**config.mk**
```make
export PLATFORM = sky130hd
export DESIGN_NAME = wb_sdram_bridge_flat
export DESIGN_NICKNAME = d
export VERILOG_FILES = /design/src/rtl/wb_sdram_pkg.sv /design/src/rtl/wb_sdram_bridge_if.sv /design/src/rtl/wb_sdram_wfifo.sv /design/src/rtl/wb_sdram_bridge.sv /design/src/flat_wrapper.sv
export SDC_FILE = /design/constraint.sdc
export NUM_CORES = 1
export LEC_CHECK = 0
export ABC_AREA = 1
export BUFFER_PORTS_ARGS = -buffer_cell sky130_fd_sc_hd__buf_2
export CORE_MARGIN = 8
export CORE_UTILIZATION = 50
export DETAILED_ROUTE_END_ITERATION = 16
export PLACE_DENSITY = 0.73
export SYNTH_ARGS = -nofsm -noshare
export SYNTH_HDL_FRONTEND = slang
export SYNTH_SLANG_ARGS = --single-unit
```
**constraint.sdc**
```tcl
create_clock -name clk -period 4.3 [get_ports clk]
set_input_delay 0.43 -clock clk [delete_from_list [all_inputs] [get_ports clk]]
set_output_delay 0.43 -clock clk [all_outputs]
set_load 0.02 [all_outputs]
```
**src/rtl/wb_sdram_pkg.sv**
```systemverilog
`default_nettype none
// +--------------------------------------------------------------------+
// | wb_sdram_pkg : shared types for the Wishbone-to-SDRAM bridge        |
// | Rev 1.0                                                            |
// +--------------------------------------------------------------------+
package wb_sdram_pkg;

  localparam logic [7:0] DEFAULT_BASE = 8'h38;

  // FIFO entries carry the widest address a 32-bit window below BASE allows
  localparam int MAX_ADDR_W = 24;

  typedef enum logic [1:0] {
    IDLE     = 2'd0,
    WR_ISSUE = 2'd1,
    RD_ISSUE = 2'd2,
    RD_WAIT  = 2'd3
  } state_e;

  typedef struct packed {
    logic [MAX_ADDR_W-1:0] addr;
    logic [31:0]           data;
    logic [3:0]            mask;
  } wfifo_entry_t;

endpackage
`default_nettype wire

```
**src/rtl/wb_sdram_bridge_if.sv**
```systemverilog
`default_nettype none
// +--------------------------------------------------------------------+
// | wb_sdram_bridge_if : Wishbone classic slave bus bundle              |
// | Rev 1.0                                                            |
// +--------------------------------------------------------------------+
interface wb_sdram_bridge_if;
  logic        wbs_stb_i;
  logic        wbs_cyc_i;
  logic        wbs_we_i;
  logic [3:0]  wbs_sel_i;
  logic [31:0] wbs_dat_i;
  logic [31:0] wbs_adr_i;
  logic        wbs_ack_o;
  logic [31:0] wbs_dat_o;

  modport slave (
    input  wbs_stb_i, wbs_cyc_i, wbs_we_i, wbs_sel_i, wbs_dat_i, wbs_adr_i,
    output wbs_ack_o, wbs_dat_o
  );

  modport master (
    output wbs_stb_i, wbs_cyc_i, wbs_we_i, wbs_sel_i, wbs_dat_i, wbs_adr_i,
    input  wbs_ack_o, wbs_dat_o
  );
endinterface
`default_nettype wire

```
**src/rtl/wb_sdram_wfifo.sv**
```systemverilog
`default_nettype none
// +--------------------------------------------------------------------+
// | wb_sdram_wfifo : posted-write FIFO with full/empty flags            |
// | Rev 1.0                                                            |
// +--------------------------------------------------------------------+
module wb_sdram_wfifo
  import wb_sdram_pkg::*;
#(
  parameter int DEPTH = 4
) (
  input  logic         clk,
  input  logic         rst_n,
  input  logic         push_i,
  input  wfifo_entry_t din_i,
  input  logic         pop_i,
  output wfifo_entry_t head_o,
  output logic         full_o,
  output logic         empty_o
);

  localparam int             PTR_W   = $clog2(DEPTH);
  localparam logic [PTR_W:0] PTR_ONE = {{PTR_W{1'b0}}, 1'b1};

  wfifo_entry_t   mem_q [DEPTH];
  logic [PTR_W:0] wr_ptr_q;
  logic [PTR_W:0] rd_ptr_q;
  logic           do_push;
  logic           do_pop;

  // Extra pointer bit distinguishes full from empty when indices match
  assign empty_o = (wr_ptr_q == rd_ptr_q);
  assign full_o  = (wr_ptr_q[PTR_W] != rd_ptr_q[PTR_W]) &&
                   (wr_ptr_q[PTR_W-1:0] == rd_ptr_q[PTR_W-1:0]);
  assign do_push = push_i & ~full_o;
  assign do_pop  = pop_i & ~empty_o;
  assign head_o  = mem_q[rd_ptr_q[PTR_W-1:0]];

  always_ff @(posedge clk or negedge rst_n) begin
    if (!rst_n) begin
      wr_ptr_q <= '0;
      rd_ptr_q <= '0;
    end else begin
      if (do_push) wr_ptr_q <= wr_ptr_q + PTR_ONE;
      if (do_pop)  rd_ptr_q <= rd_ptr_q + PTR_ONE;
    end
  end

  always_ff @(posedge clk) begin
    if (do_push) mem_q[wr_ptr_q[PTR_W-1:0]] <= din_i;
  end

endmodule
`default_nettype wire

```
**src/rtl/wb_sdram_bridge.sv**
```systemverilog
`default_nettype none
// +--------------------------------------------------------------------+
// | wb_sdram_bridge : Wishbone slave with posted writes to SDRAM ctrl   |
// | Rev 1.0                                                            |
// +--------------------------------------------------------------------+
module wb_sdram_bridge
  import wb_sdram_pkg::*;
#(
  parameter int         ADDR_W     = 23,
  parameter int         FIFO_DEPTH = 4,
  parameter logic [7:0] BASE       = DEFAULT_BASE
) (
  input  logic              clk,
  input  logic              rst_n,
  wb_sdram_bridge_if.slave  wbs,
  output logic [ADDR_W-1:0] ctrl_addr,
  output logic              ctrl_rw,
  output logic [31:0]       ctrl_wdata,
  output logic [3:0]        ctrl_mask,
  output logic              ctrl_in_valid,
  input  logic              ctrl_busy,
  input  logic [31:0]       ctrl_rdata,
  input  logic              ctrl_out_valid,
  output logic              wr_pending
);

  state_e            state_q, state_d;
  logic              ack_q, ack_d;
  logic [31:0]       dat_q, dat_d;
  logic [ADDR_W-1:0] rd_addr_q, rd_addr_d;
  logic              abort_q, abort_d;

  logic              sel;
  logic              req_ok;
  logic              wr_accept;
  logic              rd_accept;
  logic              fifo_full;
  logic              fifo_empty;
  logic              fifo_pop;
  wfifo_entry_t      push_entry;
  wfifo_entry_t      head_entry;
  logic              unused_ok;

  // No acceptance in the ack cycle: the master may still hold stb there
  assign sel       = wbs.wbs_stb_i & wbs.wbs_cyc_i & (wbs.wbs_adr_i[31:24] == BASE);
  assign req_ok    = sel & ~ack_q;
  assign wr_accept = req_ok & wbs.wbs_we_i & ~fifo_full;
  assign rd_accept = req_ok & ~wbs.wbs_we_i & fifo_empty & (state_q == IDLE);
  assign fifo_pop  = (state_q == WR_ISSUE) & ~ctrl_busy;

  assign push_entry = '{addr: MAX_ADDR_W'(wbs.wbs_adr_i[ADDR_W-1:0]),
                        data: wbs.wbs_dat_i,
                        mask: wbs.wbs_sel_i};

  wb_sdram_wfifo #(
    .DEPTH (FIFO_DEPTH)
  ) u_wfifo (
    .clk     (clk),
    .rst_n   (rst_n),
    .push_i  (wr_accept),
    .din_i   (push_entry),
    .pop_i   (fifo_pop),
    .head_o  (head_entry),
    .full_o  (fifo_full),
    .empty_o (fifo_empty)
  );

  assign wr_pending    = ~fifo_empty;
  assign wbs.wbs_ack_o = ack_q;
  assign wbs.wbs_dat_o = dat_q;
  assign unused_ok     = ^{wbs.wbs_adr_i, head_entry.addr};

  always_comb begin
    state_d       = state_q;
    ack_d         = wr_accept;
    dat_d         = dat_q;
    rd_addr_d     = rd_addr_q;
    abort_d       = abort_q;
    ctrl_in_valid = 1'b0;
    ctrl_rw       = 1'b0;
    ctrl_addr     = '0;
    ctrl_wdata    = '0;
    ctrl_mask     = '0;
    case (state_q)
      IDLE: begin
        if (!fifo_empty) begin
          state_d = WR_ISSUE;
        end else if (rd_accept) begin
          state_d   = RD_ISSUE;
          rd_addr_d = wbs.wbs_adr_i[ADDR_W-1:0];
          abort_d   = 1'b0;
        end
      end
      WR_ISSUE: begin
        ctrl_in_valid = 1'b1;
        ctrl_rw       = 1'b1;
        ctrl_addr     = head_entry.addr[ADDR_W-1:0];
        ctrl_wdata    = head_entry.data;
        ctrl_mask     = head_entry.mask;
        if (!ctrl_busy) state_d = IDLE;
      end
      RD_ISSUE: begin
        ctrl_in_valid = 1'b1;
        ctrl_addr     = rd_addr_q;
        if (!wbs.wbs_cyc_i) abort_d = 1'b1;
        if (!ctrl_busy)     state_d = RD_WAIT;
      end
      RD_WAIT: begin
        if (!wbs.wbs_cyc_i) abort_d = 1'b1;
        // An abandoned read still drains the controller but returns nothing
        if (ctrl_out_valid) begin
          state_d = IDLE;
          if (!abort_q && wbs.wbs_cyc_i) begin
            dat_d = ctrl_rdata;
            ack_d = 1'b1;
          end
        end
      end
      default: state_d = IDLE;
    endcase
  end

  always_ff @(posedge clk or negedge rst_n) begin
    if (!rst_n) begin
      state_q   <= IDLE;
      ack_q     <= 1'b0;
      dat_q     <= '0;
      rd_addr_q <= '0;
      abort_q   <= 1'b0;
    end else begin
      state_q   <= state_d;
      ack_q     <= ack_d;
      dat_q     <= dat_d;
      rd_addr_q <= rd_addr_d;
      abort_q   <= abort_d;
    end
  end

endmodule
`default_nettype wire

```
**src/flat_wrapper.sv**
```systemverilog
// flat-port wrapper written by rule: the top's interface ports become plain ports
module wb_sdram_bridge_flat import wb_sdram_pkg::*;
#(
  parameter int         ADDR_W     = 23,
  parameter int         FIFO_DEPTH = 4,
  parameter logic [7:0] BASE       = DEFAULT_BASE
)
  (clk, rst_n, ctrl_addr, ctrl_rw, ctrl_wdata, ctrl_mask, ctrl_in_valid, ctrl_busy, ctrl_rdata, ctrl_out_valid, wr_pending, wbs_wbs_stb_i, wbs_wbs_cyc_i, wbs_wbs_we_i, wbs_wbs_sel_i, wbs_wbs_dat_i, wbs_wbs_adr_i, wbs_wbs_ack_o, wbs_wbs_dat_o);
  wb_sdram_bridge_if wbs_i ();
  input  logic clk;
  input  logic rst_n;
  output logic [ADDR_W-1:0] ctrl_addr;
  output logic ctrl_rw;
  output logic [31:0] ctrl_wdata;
  output logic [3:0] ctrl_mask;
  output logic ctrl_in_valid;
  input  logic ctrl_busy;
  input  logic [31:0] ctrl_rdata;
  input  logic ctrl_out_valid;
  output logic wr_pending;
  input wire logic [$bits(wbs_i.wbs_stb_i)-1:0] wbs_wbs_stb_i;
  input wire logic [$bits(wbs_i.wbs_cyc_i)-1:0] wbs_wbs_cyc_i;
  input wire logic [$bits(wbs_i.wbs_we_i)-1:0] wbs_wbs_we_i;
  input wire logic [$bits(wbs_i.wbs_sel_i)-1:0] wbs_wbs_sel_i;
  input wire logic [$bits(wbs_i.wbs_dat_i)-1:0] wbs_wbs_dat_i;
  input wire logic [$bits(wbs_i.wbs_adr_i)-1:0] wbs_wbs_adr_i;
  output wire logic [$bits(wbs_i.wbs_ack_o)-1:0] wbs_wbs_ack_o;
  output wire logic [$bits(wbs_i.wbs_dat_o)-1:0] wbs_wbs_dat_o;
  assign wbs_i.wbs_stb_i = wbs_wbs_stb_i;
  assign wbs_i.wbs_cyc_i = wbs_wbs_cyc_i;
  assign wbs_i.wbs_we_i = wbs_wbs_we_i;
  assign wbs_i.wbs_sel_i = wbs_wbs_sel_i;
  assign wbs_i.wbs_dat_i = wbs_wbs_dat_i;
  assign wbs_i.wbs_adr_i = wbs_wbs_adr_i;
  assign wbs_wbs_ack_o = wbs_i.wbs_ack_o;
  assign wbs_wbs_dat_o = wbs_i.wbs_dat_o;
  wb_sdram_bridge #(.ADDR_W(ADDR_W), .FIFO_DEPTH(FIFO_DEPTH), .BASE(BASE)) u_core (.clk(clk), .rst_n(rst_n), .wbs(wbs_i), .ctrl_addr(ctrl_addr), .ctrl_rw(ctrl_rw), .ctrl_wdata(ctrl_wdata), .ctrl_mask(ctrl_mask), .ctrl_in_valid(ctrl_in_valid), .ctrl_busy(ctrl_busy), .ctrl_rdata(ctrl_rdata), .ctrl_out_valid(ctrl_out_valid), .wr_pending(wr_pending));
endmodule
```
==> results by group <==
Status
  – Status: complete, no violations

Synthesis
  – Post-synthesis sequential area ratio: 71.7%
  – Largest area contributor in the netlist: edfxtp_1
  – Area contributors post-synth: edfxtp_1, dfrtp_1, nor2_1, o21ai_0, nand2_1
  – FF+latch count, synth: 301
  – Post-synth top area share: 58.3%
  – Cells after synthesis: 999
  – Post-synth cell types: 30
  – Synth Flop Type: edfxtp_1
  – Most frequent cells after synthesis: edfxtp_1, nor2_1, o21ai_0
  – Async SR Flop Fraction: 21.6%
  – Netlist Area Pre-Place: 12,200 um2
  – Mean Syn Cell Area: around 12 um2
  – Mapped Nets: 1,115
  – EDFF count, synth: between 200 and 250
  – Top-count cell post-synth: edfxtp_1
  – Synth warn: 0

Critical path
  – CP Max Fanout: 65
  – Critical Path, Cell by Cell: buf_4, buf_4, o21ai_0, o22ai_1, nand2_1, a21oi_1, buf_2
  – Crit path max-delay family: buffers and inverters
  – CP bufs+invs: 3
  – Worst Setup End Kind: output pin
  – Arrival time at the worst endpoint: 3.07 ns
  – WS Path Type: flop to output pin
  – Worst path max stage delay: slightly below 0.7 ns
  – CP max stage cell: buf_4
  – Worst EP required: 3.87 ns
  – CP Launch Type: flop
  – Critical path's most frequent cell: buf_4

Clock tree
  – Post-CTS Resized: 0
  – Post-CTS Setup Bufs: 0
  – Htree depth: 1
  – Cts bufs inserted: 30
  – Clk buf depth: 3
  – Root Driver: clkbuf_16
  – Clk slew on worst S/H paths: 0.06 ns
  – Post-CTS Hold Buffers: 0
  – CTS tree: yes
  – CTS sink cnt: approximately 300
  – Clock Latency Late Sink: ~0.53 ns

Die
  – Starting Density: around half
  – Die area: approximately 30,000 um2
  – DIE WIDTH: 172 um
  – Rows: 57
  – Die Span Y: roughly 170 um
  – I/O pin cnt: 202
  – Core ar.: 24,100 um2

Place
  – Number of port buffers: 200
  – Routability cong.: 0.751
  – Hpwl dp: 16.6 mm

Route
  – 1st-pass router iterations: 5
  – DR WL/cell: 18.4 um
  – Drt total wl: 28.2 mm
  – DRC: 0
  – Detail Route Antenna Nets: 0
  – Initial DRC count: ~670
  – Mean number of vias per cell: approximately 5.4
  – Vias: just over 8,000

Global route
  – Vias in the first global route: 8,406
  – First-pass GRT wire length: 43.8 mm
  – Largest net degree at the start of global routing: 66
  – Total GRT Usage: 18.8%
  – Initial antenna violation count: 1
  – Grt ovf: 0

Layout
  – Utilization after layout: 59.7%
  – Layout area overhead: 18.5%
  – Antenna Cells: 0
  – Fillers: 1,933
  – Layout cells sized above 1: between 20% and 30%
  – Nets: 1,304

Worst hold path
  – Worst hold path type: input port to asynchronous set/reset pin

Timing
  – Setup Total Neg Slack: 0 ns
  – Worst Max-Slew Pin Slew: 0.932 ns
  – Hold Fails Final Rpt: 0
  – Crit path time final: around 3.5 ns
  – Max Clock Freq: between 0.2 and 0.3 GHz
  – Slew Viols, Final: 0
  – Clk_skew: 0.0105 ns
  – Relative max-transition margin: 37.8%
  – Unrepaired setup endpoints after global routing: no
  – Fin crit share: ~80%
  – Final setup vio count: 0

Job
  – Max cap viols: 0

Pwr
  – Static Leakage: 0.00577 uW
  – Pwr Density: 624 nW/um2
  – Peak VDD IR: around 350 uV
## final cells by class
cell class                 count  area (um2)  share of cell area, %
sequential                   301        8720                   60.5
multi-input combinational    616        3090                   21.5
timing repair buffer         217        1180                   8.18
clock buffer                  43         831                   5.77
tap                          324         405                   2.82
clock inverter                13        92.6                  0.643
inverter                      22        85.1                  0.591
## routing by layer
metal	share of wire [%]	track usage, %	up-vias	routed length [um]
li1	-	-	3877	-
met1	40	23.7	3996	11300
met2	49	32.0	348	13800
met3	9.7	5.21	31	2730
met4	1.3	4.35	2	369
met5	0.046	0	-	13
## power by group
part / internal [uW] / switching (uW)
clock: 1400 / 1030
sequential: 3250 / 69.1
combinational: 969 / 2260
total: 5620 / 3360
## worst register-to-register path, stage by stage, from the launching register on
cell	delay [ns]
dfrtp_4	0.41
buf_4	0.50
xnor2_4	0.18
nand4_1	0.17
nand3b_4	0.19
nor2_4	0.53
buf_12	0.38
## worst paths after layout
check | slack (ns) | depth (start not counted) | startpoint | to
max | 0.80 | 7 | u_core.u_wfifo.rd_ptr_q[0] | ctrl_addr[13]
min | 0.04 | 1 | rst_n | u_core.wbs.wbs_dat_o[0]
max reg2reg | 1.59 | 6 | u_core.u_wfifo.rd_ptr_q[0] | u_core.u_wfifo.mem_q[3][18]
min reg2reg | 0.47 | 2 | u_core.rd_addr_q[10] | u_core.rd_addr_q[10]
max in group asynchronous | 3.36 | 2 | rst_n | u_core.rd_addr_q[15]
min in group clk | 0.11 | 1 | wbs_wbs_dat_i[20] | u_core.u_wfifo.mem_q[2][24]
## kinds of logic (layout without fill, tap and decap cells)
family / count (synthesis) / after routing / synth area share [%]
compound gates: 207 / 207 / 8.76
xor+xnor: 4 / 4 / 0.443
fa+ha+maj: 9 / 9 / 0.927
buf+inv: 82 / 295 / 3.09
flops: 301 / 301 / 71.7
mux: 32 / 32 / 2.97
simple gates: 364 / 364 / 12.1
## sequential cells by signal, summed over array words and instances, names as in the netlist
register and flops:
u_core.u_wfifo.wr_ptr_q 3, u_core.abort_q 1, u_core.u_wfifo.rd_ptr_q 3, u_core.state_q 2, u_core.wbs.wbs_ack_o 1, u_core.wbs.wbs_dat_o 32
u_core.rd_addr_q 23, u_core.u_wfifo.mem_q 236
## placed cells by master, fill, tap and decap left out, types with 11 or more instances in the layout
cell type / instances
nor2_1: 197
dfrtp_1: 63
nand3_1: 32
clkbuf_1: 11
a21oi_1: 61
mux2_2: 32
inv_1: 19
buf_4: 13
edfxtp_1: 236
o21ai_0: 122
o22ai_1: 23
nand2_1: 120
clkbuf_16: 31
buf_2: 200
## through the flow
step | hold WS, ns | total power (uW) | setup slack, ns | cells | instance area [um2]
after floorplan | 0.134 | 5570 | 0.249 | 999 | 12200
after global placement | 0.453 | 6580 | 1.37 | 1480 | 13500
after detailed placement | 0.459 | 6650 | 1.31 | 1480 | 13500
after CTS | 0.0407 | 9070 | 0.737 | 1536 | 14400
after global routing | 0.0872 | 9490 | 0.579 | 1536 | 14400
final | 0.0371 | 8980 | 0.805 | 1536 | 14400
Power figures use the tool's default switching activity.
